### src/rtl/sbinit_fsm.sv
// SBINIT sub-state sequencer: clock pattern exchange, Out-of-Reset exchange,
// then the SBINIT done request/response handshake over the sideband.
module sbinit_fsm #(
    parameter int          TIMEOUT_CYCLES   = 800000,
    parameter int          PAT_EXTRA_CYCLES = 4,
    parameter logic [7:0]  OOR_CODE         = 8'h91,
    parameter logic [7:0]  DONE_REQ_CODE    = 8'h95,
    parameter logic [7:0]  DONE_RESP_CODE   = 8'h9A
) (
    input  logic        clk_100MHz,
    input  logic        reset,
    input  logic        start_i,
    output logic        done_o,
    output logic        error_o,
    output logic        tx_pattern_en_o,
    input  logic        rx_pattern_det_i,
    output logic [63:0] tx_msg_o,
    output logic        tx_valid_o,
    input  logic        tx_ack_i,
    input  logic [63:0] rx_msg_i,
    input  logic        rx_valid_i
);
    localparam int CW = $clog2(TIMEOUT_CYCLES);
    localparam int HW = $clog2(PAT_EXTRA_CYCLES + 1) + 1;
    localparam logic [CW-1:0] TO_LAST   = CW'(TIMEOUT_CYCLES - 1);
    localparam logic [HW-1:0] HOLD_INIT = HW'(PAT_EXTRA_CYCLES);

    typedef enum logic [2:0] {
        IDLE, PATTERN, PAT_HOLD, OOR, DONE_XCHG, DONE, ERROR
    } state_t;

    state_t        state;
    logic [CW-1:0] to_cnt;
    logic [HW-1:0] hold_cnt;
    logic          oor_rx, oor_acked, req_sent, resp_pending, sent_resp, got_resp;

    logic [7:0] rx_code;
    logic       unused_rx;
    logic       rx_oor, rx_req, rx_resp, acked, in_xchg_window;

    assign rx_code   = rx_msg_i[7:0];
    assign unused_rx = ^rx_msg_i[63:8];
    assign rx_oor    = rx_valid_i && (rx_code == OOR_CODE);
    assign rx_req    = rx_valid_i && (rx_code == DONE_REQ_CODE);
    assign rx_resp   = rx_valid_i && (rx_code == DONE_RESP_CODE);
    assign acked     = tx_valid_o && tx_ack_i;
    // Partner may run ahead into its done handshake while we still sit in OOR.
    assign in_xchg_window = (state == OOR) || (state == DONE_XCHG);

    always_ff @(posedge clk_100MHz) begin
        if (!reset || (state != IDLE && !start_i)) begin
            state           <= IDLE;
            done_o          <= 1'b0;
            error_o         <= 1'b0;
            tx_pattern_en_o <= 1'b0;
            tx_msg_o        <= '0;
            tx_valid_o      <= 1'b0;
            to_cnt          <= '0;
            hold_cnt        <= '0;
            oor_rx          <= 1'b0;
            oor_acked       <= 1'b0;
            req_sent        <= 1'b0;
            resp_pending    <= 1'b0;
            sent_resp       <= 1'b0;
            got_resp        <= 1'b0;
        end else begin
            case (state)
                IDLE: begin
                    if (start_i) begin
                        state           <= PATTERN;
                        tx_pattern_en_o <= 1'b1;
                        to_cnt          <= '0;
                    end
                end
                DONE, ERROR: ;
                default: begin
                    if (to_cnt == TO_LAST) begin
                        state           <= ERROR;
                        error_o         <= 1'b1;
                        tx_valid_o      <= 1'b0;
                        tx_pattern_en_o <= 1'b0;
                    end else begin
                        to_cnt <= to_cnt + 1'b1;
                        if (acked) begin
                            tx_valid_o <= 1'b0;
                            if (tx_msg_o[7:0] == OOR_CODE)       oor_acked <= 1'b1;
                            if (tx_msg_o[7:0] == DONE_REQ_CODE)  req_sent  <= 1'b1;
                            if (tx_msg_o[7:0] == DONE_RESP_CODE) sent_resp <= 1'b1;
                        end
                        if (rx_oor && state != DONE_XCHG) oor_rx <= 1'b1;
                        if (rx_resp && in_xchg_window)    got_resp <= 1'b1;

                        // New messages only launch from a low tx_valid_o, which
                        // guarantees the one-cycle gap after every ack.
                        case (state)
                            PATTERN: begin
                                if (rx_pattern_det_i) begin
                                    state    <= PAT_HOLD;
                                    hold_cnt <= HOLD_INIT;
                                end
                            end
                            PAT_HOLD: begin
                                if (hold_cnt <= HW'(1)) begin
                                    state           <= OOR;
                                    tx_pattern_en_o <= 1'b0;
                                end else begin
                                    hold_cnt <= hold_cnt - 1'b1;
                                end
                            end
                            OOR: begin
                                if (oor_rx && oor_acked && !tx_valid_o) begin
                                    state <= DONE_XCHG;
                                end else if (!tx_valid_o) begin
                                    tx_valid_o <= 1'b1;
                                    tx_msg_o   <= {56'd0, OOR_CODE};
                                end
                            end
                            DONE_XCHG: begin
                                if (req_sent && sent_resp && got_resp && !tx_valid_o) begin
                                    state  <= DONE;
                                    done_o <= 1'b1;
                                end else if (!tx_valid_o) begin
                                    if (resp_pending) begin
                                        tx_valid_o   <= 1'b1;
                                        tx_msg_o     <= {56'd0, DONE_RESP_CODE};
                                        resp_pending <= 1'b0;
                                    end else if (!req_sent) begin
                                        tx_valid_o <= 1'b1;
                                        tx_msg_o   <= {56'd0, DONE_REQ_CODE};
                                    end
                                end
                            end
                            default: ;
                        endcase
                        // Placed after the launch so a request arriving as a
                        // response launches still queues another response.
                        if (rx_req && in_xchg_window) resp_pending <= 1'b1;
                    end
                end
            endcase
        end
    end
endmodule

### config.mk
export PLATFORM = sky130hd
export DESIGN_NAME = sbinit_fsm
export DESIGN_NICKNAME = d
export VERILOG_FILES = /design/src/rtl/sbinit_fsm.sv
export SDC_FILE = /design/constraint.sdc
export NUM_CORES = 1
export LEC_CHECK = 0
export CORE_UTILIZATION = 42
export CTS_BUF_LIST = sky130_fd_sc_hd__clkbuf_8
export DETAILED_ROUTE_END_ITERATION = 10
export GPL_ROUTABILITY_DRIVEN = 0
export GPL_TIMING_DRIVEN = 0
export PLACE_DENSITY_LB_ADDON = 0.15
export RECOVER_POWER = 50
export SYNTH_ARGS = -nofsm -noshare
export SYNTH_HDL_FRONTEND = slang
export SYNTH_SLANG_ARGS = --single-unit
### constraint.sdc
create_clock -name clk_100MHz -period 2.42 [get_ports clk_100MHz]
set_input_delay 0.242 -clock clk_100MHz [delete_from_list [all_inputs] [get_ports clk_100MHz]]
set_output_delay 0.242 -clock clk_100MHz [all_outputs]
set_load 0.01 [all_outputs]
# Word-level counts from Yosys, hierarchy flattened
# Cells that the tools add are included.
[totals]
register_bits = 101
input_bits = 70
out_inout_bits = 68
word_cells = 129
[classes]
n_addsub = 2
magnitude_cmp = 1
eq_ne = 29
n_mux = 39
n_bitwise = 3
n_reduce_logical = 41
[op_table]
columns = ["cell", "count"]
rows = [
  ["$mux 64", 6],
  ["$pmux 64 s2", 1],
  ["$eq 8x8->1 const B", 6],
  ["$mux 20", 2],
  ["$pmux 20 s2", 1],
  ["$add 20x1->20 const B", 1],
  ["$eq 20x20->1 const B", 1],
  ["$reduce_and 4->1", 5],
  ["$mux 3", 6],
  ["$mux 1", 16],
  ["$ne 2x2->1 const B", 7],
  ["$logic_and 1x1->1", 13],
  ["$pmux 3 s4", 1],
  ["$reduce_and 5->1", 2],
  ["$eq 3x3->1 const B", 3],
  ["$reduce_and 3->1", 3],
  ["$reduce_bool 3->1", 3],
  ["$mux 4", 2],
  ["$ne 4x1->1 const B", 2],
  ["$ne 4x4->1 const B", 2],
  ["$pmux 4 s2", 1],
  ["$reduce_and 8->1", 1],
  ["$reduce_and 7->1", 1],
  ["$eq 3x2->1 const B", 2],
  ["16 further kinds", 27],
]

# Logic depth before layout (Yosys ltp)
[logic_depth]
ltp_word = 8
ltp_mapped = 7
mapped_depth_nobuf = 7

# Least setup slack after synthesis
# No wires, ideal clock.
[synth_timing]
kind = "reg2reg"
start = "register to_cnt[0]"
end = "register tx_valid_o"
setup_time_ns = 0.116
arrival_time_ns = 1.961
required_ns = 2.304
setup_slack_ns = 0.342
stages_incl_launch_ff = 8
path_buffers = 1
synth_period_minus_slack_ns = 2.078
path_cell_list = "dfxtp_1 ha_1 nand2_1 or4_4 buf_6 or2_4 o311a_1 o211a_1"
[synth_via]
elab_chain_len = 2
[synth_rtl]
columns = ["element", "line", "source"]
rows = [
  ["from (decl)", "33", "logic [CW-1:0] to_cnt;"],
  ["from (signal assigned)", "83", "to_cnt <= to_cnt + 1'b1;"],
  ["$eq 20x20->1", "77", "if (to_cnt == TO_LAST) begin"],
  ["$mux 1", "77", ""],
  ["to (signal assigned)", "80", "tx_valid_o <= 1'b0;"],
  ["to (signal assigned)", "85", "tx_valid_o <= 1'b0;"],
  ["to (signal assigned)", "114", "tx_valid_o <= 1'b1;"],
  ["to (decl)", "18", "output logic tx_valid_o,"],
]
# Every way passes these cells.
# A chain may end at the register's enable or synchronous reset.

# Final worst setup path
[layout_timing]
start = "register to_cnt[2]"
end = "register tx_msg_o[3]"
[layout_via]
elab_chain_len = 3
[layout_rtl]
columns = ["element", "line", "source"]
rows = [
  ["$eq 20x20->1", "77", ""],
  ["$not 1->1 (no source line)", "-", ""],
  ["$reduce_and 8->1 (no source line)", "-", ""],
  ["to (signal assigned)", "115", "tx_msg_o <= {56'd0, OOR_CODE};"],
  ["to (signal assigned)", "125", "tx_msg_o <= {56'd0, DONE_RESP_CODE};"],
  ["to (signal assigned)", "129", "tx_msg_o <= {56'd0, DONE_REQ_CODE};"],
  ["to (decl)", "17", "output logic [63:0] tx_msg_o,"],
]
# Every way passes these cells.

==> results.yml <==
timing:
  maxSlewHeadroom_pct: 35.5
  grt_setup_unrepaired: "no"
  setup_tns_ns: 0
  drv_slew: 0
  skew_ns: 0.00736
  finalHoldViolCount: 0
  worst_slack_ns: 0.134
  setup_viol: 0
  worstMarginPinSlew_ns: 0.957
  min_period_over_period_pct: 94.5
  period_needed_ns: 2.29
  fmax_ghz: 0.437
final_layout:
  drive_gt1_share_pct: 19.1
  area_delta_synth_final_pct: 22.9
  fin_cells: 517
  mostFrequentLayoutCells: "buf_4 (61), conb_1 (58), dfxtp_1 (41)"
  fill_cells: 627
  layout_commonest_cell: "buf_4"
  fin_nets: 512
  final_area_um2: 3530
  post-route-util_pct: 54.6
  diodes: 0
routing:
  wl_per_cell_um: 12.7
  drtPass1Iterations: 10
  drc_errors: 10
  viasPerCell: 5.25
  drt_wl_total_um: 6570
  vias: 2712
  ant_nets: 0
  drt_iter0_drc: 254
global_route:
  grt_pass1_wl_um: 10900
  use_met1_pct: 24.9
  grt_util_met3_pct: 4.13
  grt_pass1_vias: 2366
  grtUsageTotal_pct: 18.9
  top_usage_layer: "met2"
  grt_overflow_total: 0
  grt_max_degree: 14
  antenna_found_initial: 0
  grtUsageMet2_pct: 30.2
pwr:
  vdd_ir_drop_max_mv: 0.290
  p_leak_nw: 1.45
  p_per_area_nw_per_um2: 604
floorplanning:
  io_pins: 138
  start_util_pct: 44.5
  num_rows: 29
  dieArea_um2: 7170
  dieHeight_um: 84.7
  die_w_um: 84.7
  core_area_um2: 6460
placed_design:
  dpl.hpwl_um: 5030
  postPlaceCellArea_um2: 3410
  place_inst: 509
  portBuffers: 23
  dp_slack_ns: 0.0681
logic_synthesis:
  yosys_warnings: 0
  synth-seq-cells: 41
  synth_flop_cell: "dfxtp_1"
  synth_cell_type_count: 71
  synthArstFlopShare_pct: 0
  netlist_instances: 352
  yosysSeqAreaShare_pct: 28.6
  avgSynthCellArea_um2: 8.16
  synth_edf_count: 0
  syn_area_um2: 2870
cts:
  post_cts_buffers: 0
  cts_tree: "built"
  clk_latency_ns: 0.30
  cts_buffer_depth: 2
  cts_htree_levels: 2
  cts-root-buf: "clkbuf_8"
  clock_sink_count: 41
  numCtsBuffers: 5
  clk_transition_reported_paths_ns: 0.08
  hold_buffers: 0
  post_cts_resized: 0
job:
  max-cap-violations: 0
worst_setup_path:
  startpoint_type: "flop"
  cp.arrival_ns: 2.44
  cp.required_ns: 2.58
  critPathKind: "reg2reg"
  crit_path_end_kind: "flop"
  path_max_fanout: 10
hold_path:
  hp-class: "reg2reg"
outcome:
  status: "finished, violations left"
  violations: "design-rule violations"
[layout make-up]
cell class | instances | area (um2) | area share, %
tap | 77 | 96.3 | 2.73
buffer | 73 | 513 | 14.5
multi-input combinational | 286 | 1710 | 48.6
inverter | 9 | 33.8 | 0.957
clock inverter | 2 | 37.5 | 1.06
clock buffer | 6 | 82.6 | 2.34
timing repair buffer | 23 | 230 | 6.52
sequential | 41 | 821 | 23.3
[sequential cells by signal (all words and copies together) (netlist names)]
signal / count
to_cnt: 20
hold_cnt: 4
tx_msg_o: 4
state: 3
done_o: 1
error_o: 1
got_resp: 1
oor_acked: 1
oor_rx: 1
req_sent: 1
resp_pending: 1
sent_resp: 1
tx_pattern_en_o: 1
tx_valid_o: 1
[critical path, stage by stage, from the launching register on]
cell	delay, ns
dfxtp_1	0.42
nand4_1	0.17
clkbuf_1	0.27
nor4_1	0.63
a21oi_1	0.33
nand4_1	0.23
o22ai_1	0.09
[per-layer routing]
| metal | share of wire, % | up-vias |
|---|---|---|
| li1 | - | 1367 |
| met1 | 46 | 1209 |
| met2 | 45 | 124 |
| met3 | 7.3 | 12 |
| met4 | 1.6 | 0 |
| met5 | 0 | - |
[per-stage QoR]
stage,power [W],hold WS [ns]
floorplan,0.00135,0.359
global placement,0.00154,0.447
detailed placement,0.00155,0.462
CTS,0.00214,0.476
global route,0.00225,0.495
finish,0.00213,0.469
[kinds of logic (layout without fill, tap and decap cells)]
logic type | after synthesis | count (layout) | share of synthesized area (%)
buffers and inverters | 82 | 113 | 19.0
adder cells (fa/ha/maj) | 4 | 4 | 1.66
multiplexers | 2 | 2 | 0.697
other | 1 | 58 | 0.131
flip-flops | 41 | 41 | 28.6
XOR/XNOR | 7 | 7 | 2.14
AND/OR/NAND/NOR | 126 | 126 | 25.3
AO/OA/AOI/OAI | 89 | 89 | 22.5
[worst paths after layout]
path | start | endpoint | slack, ns | cells past startpoint
setup / recovery | to_cnt[2]$_SDFFE_PP0P_ | tx_msg_o[3]$_SDFFE_PP0P_ | 0.13 | 6
hold / removal | oor_acked$_SDFFE_PP0P_ | oor_acked$_SDFFE_PP0P_ | 0.47 | 2
setup reg to reg | to_cnt[2]$_SDFFE_PP0P_ | tx_msg_o[3]$_SDFFE_PP0P_ | 0.13 | 6
hold reg to reg | oor_acked$_SDFFE_PP0P_ | oor_acked$_SDFFE_PP0P_ | 0.47 | 2
[power by group]
part | leakage (nW) | total, W | internal [W] | switching [W]
clock | 0.0574 | 0.000587 | 0.000335 | 0.000251
sequential | 0.331 | 0.000749 | 0.000711 | 0.0000378
combinational | 1.06 | 0.000794 | 0.000287 | 0.000507
total | 1.45 | 0.00213 | 0.00133 | 0.000796
[synthesized netlist by cell type, types with 5 or more instances]
master	instances	area, um2
buf_4	61	458
nand4_1	7	43.8
nor3_1	5	25.0
o31ai_1	9	67.6
inv_1	8	30.0
or4_1	10	75.1
and2_1	6	37.5
clkbuf_1	10	37.5
o21ai_0	7	35.0
xor2_1	6	52.6
nor2_1	23	86.3
nand3_1	9	45.0
or3_1	11	68.8
o21ai_1	5	25.0
a21oi_1	21	105
o41ai_1	5	43.8
dfxtp_1	41	821
nand2_1	23	86.3
Power figures use the tool's default switching activity.
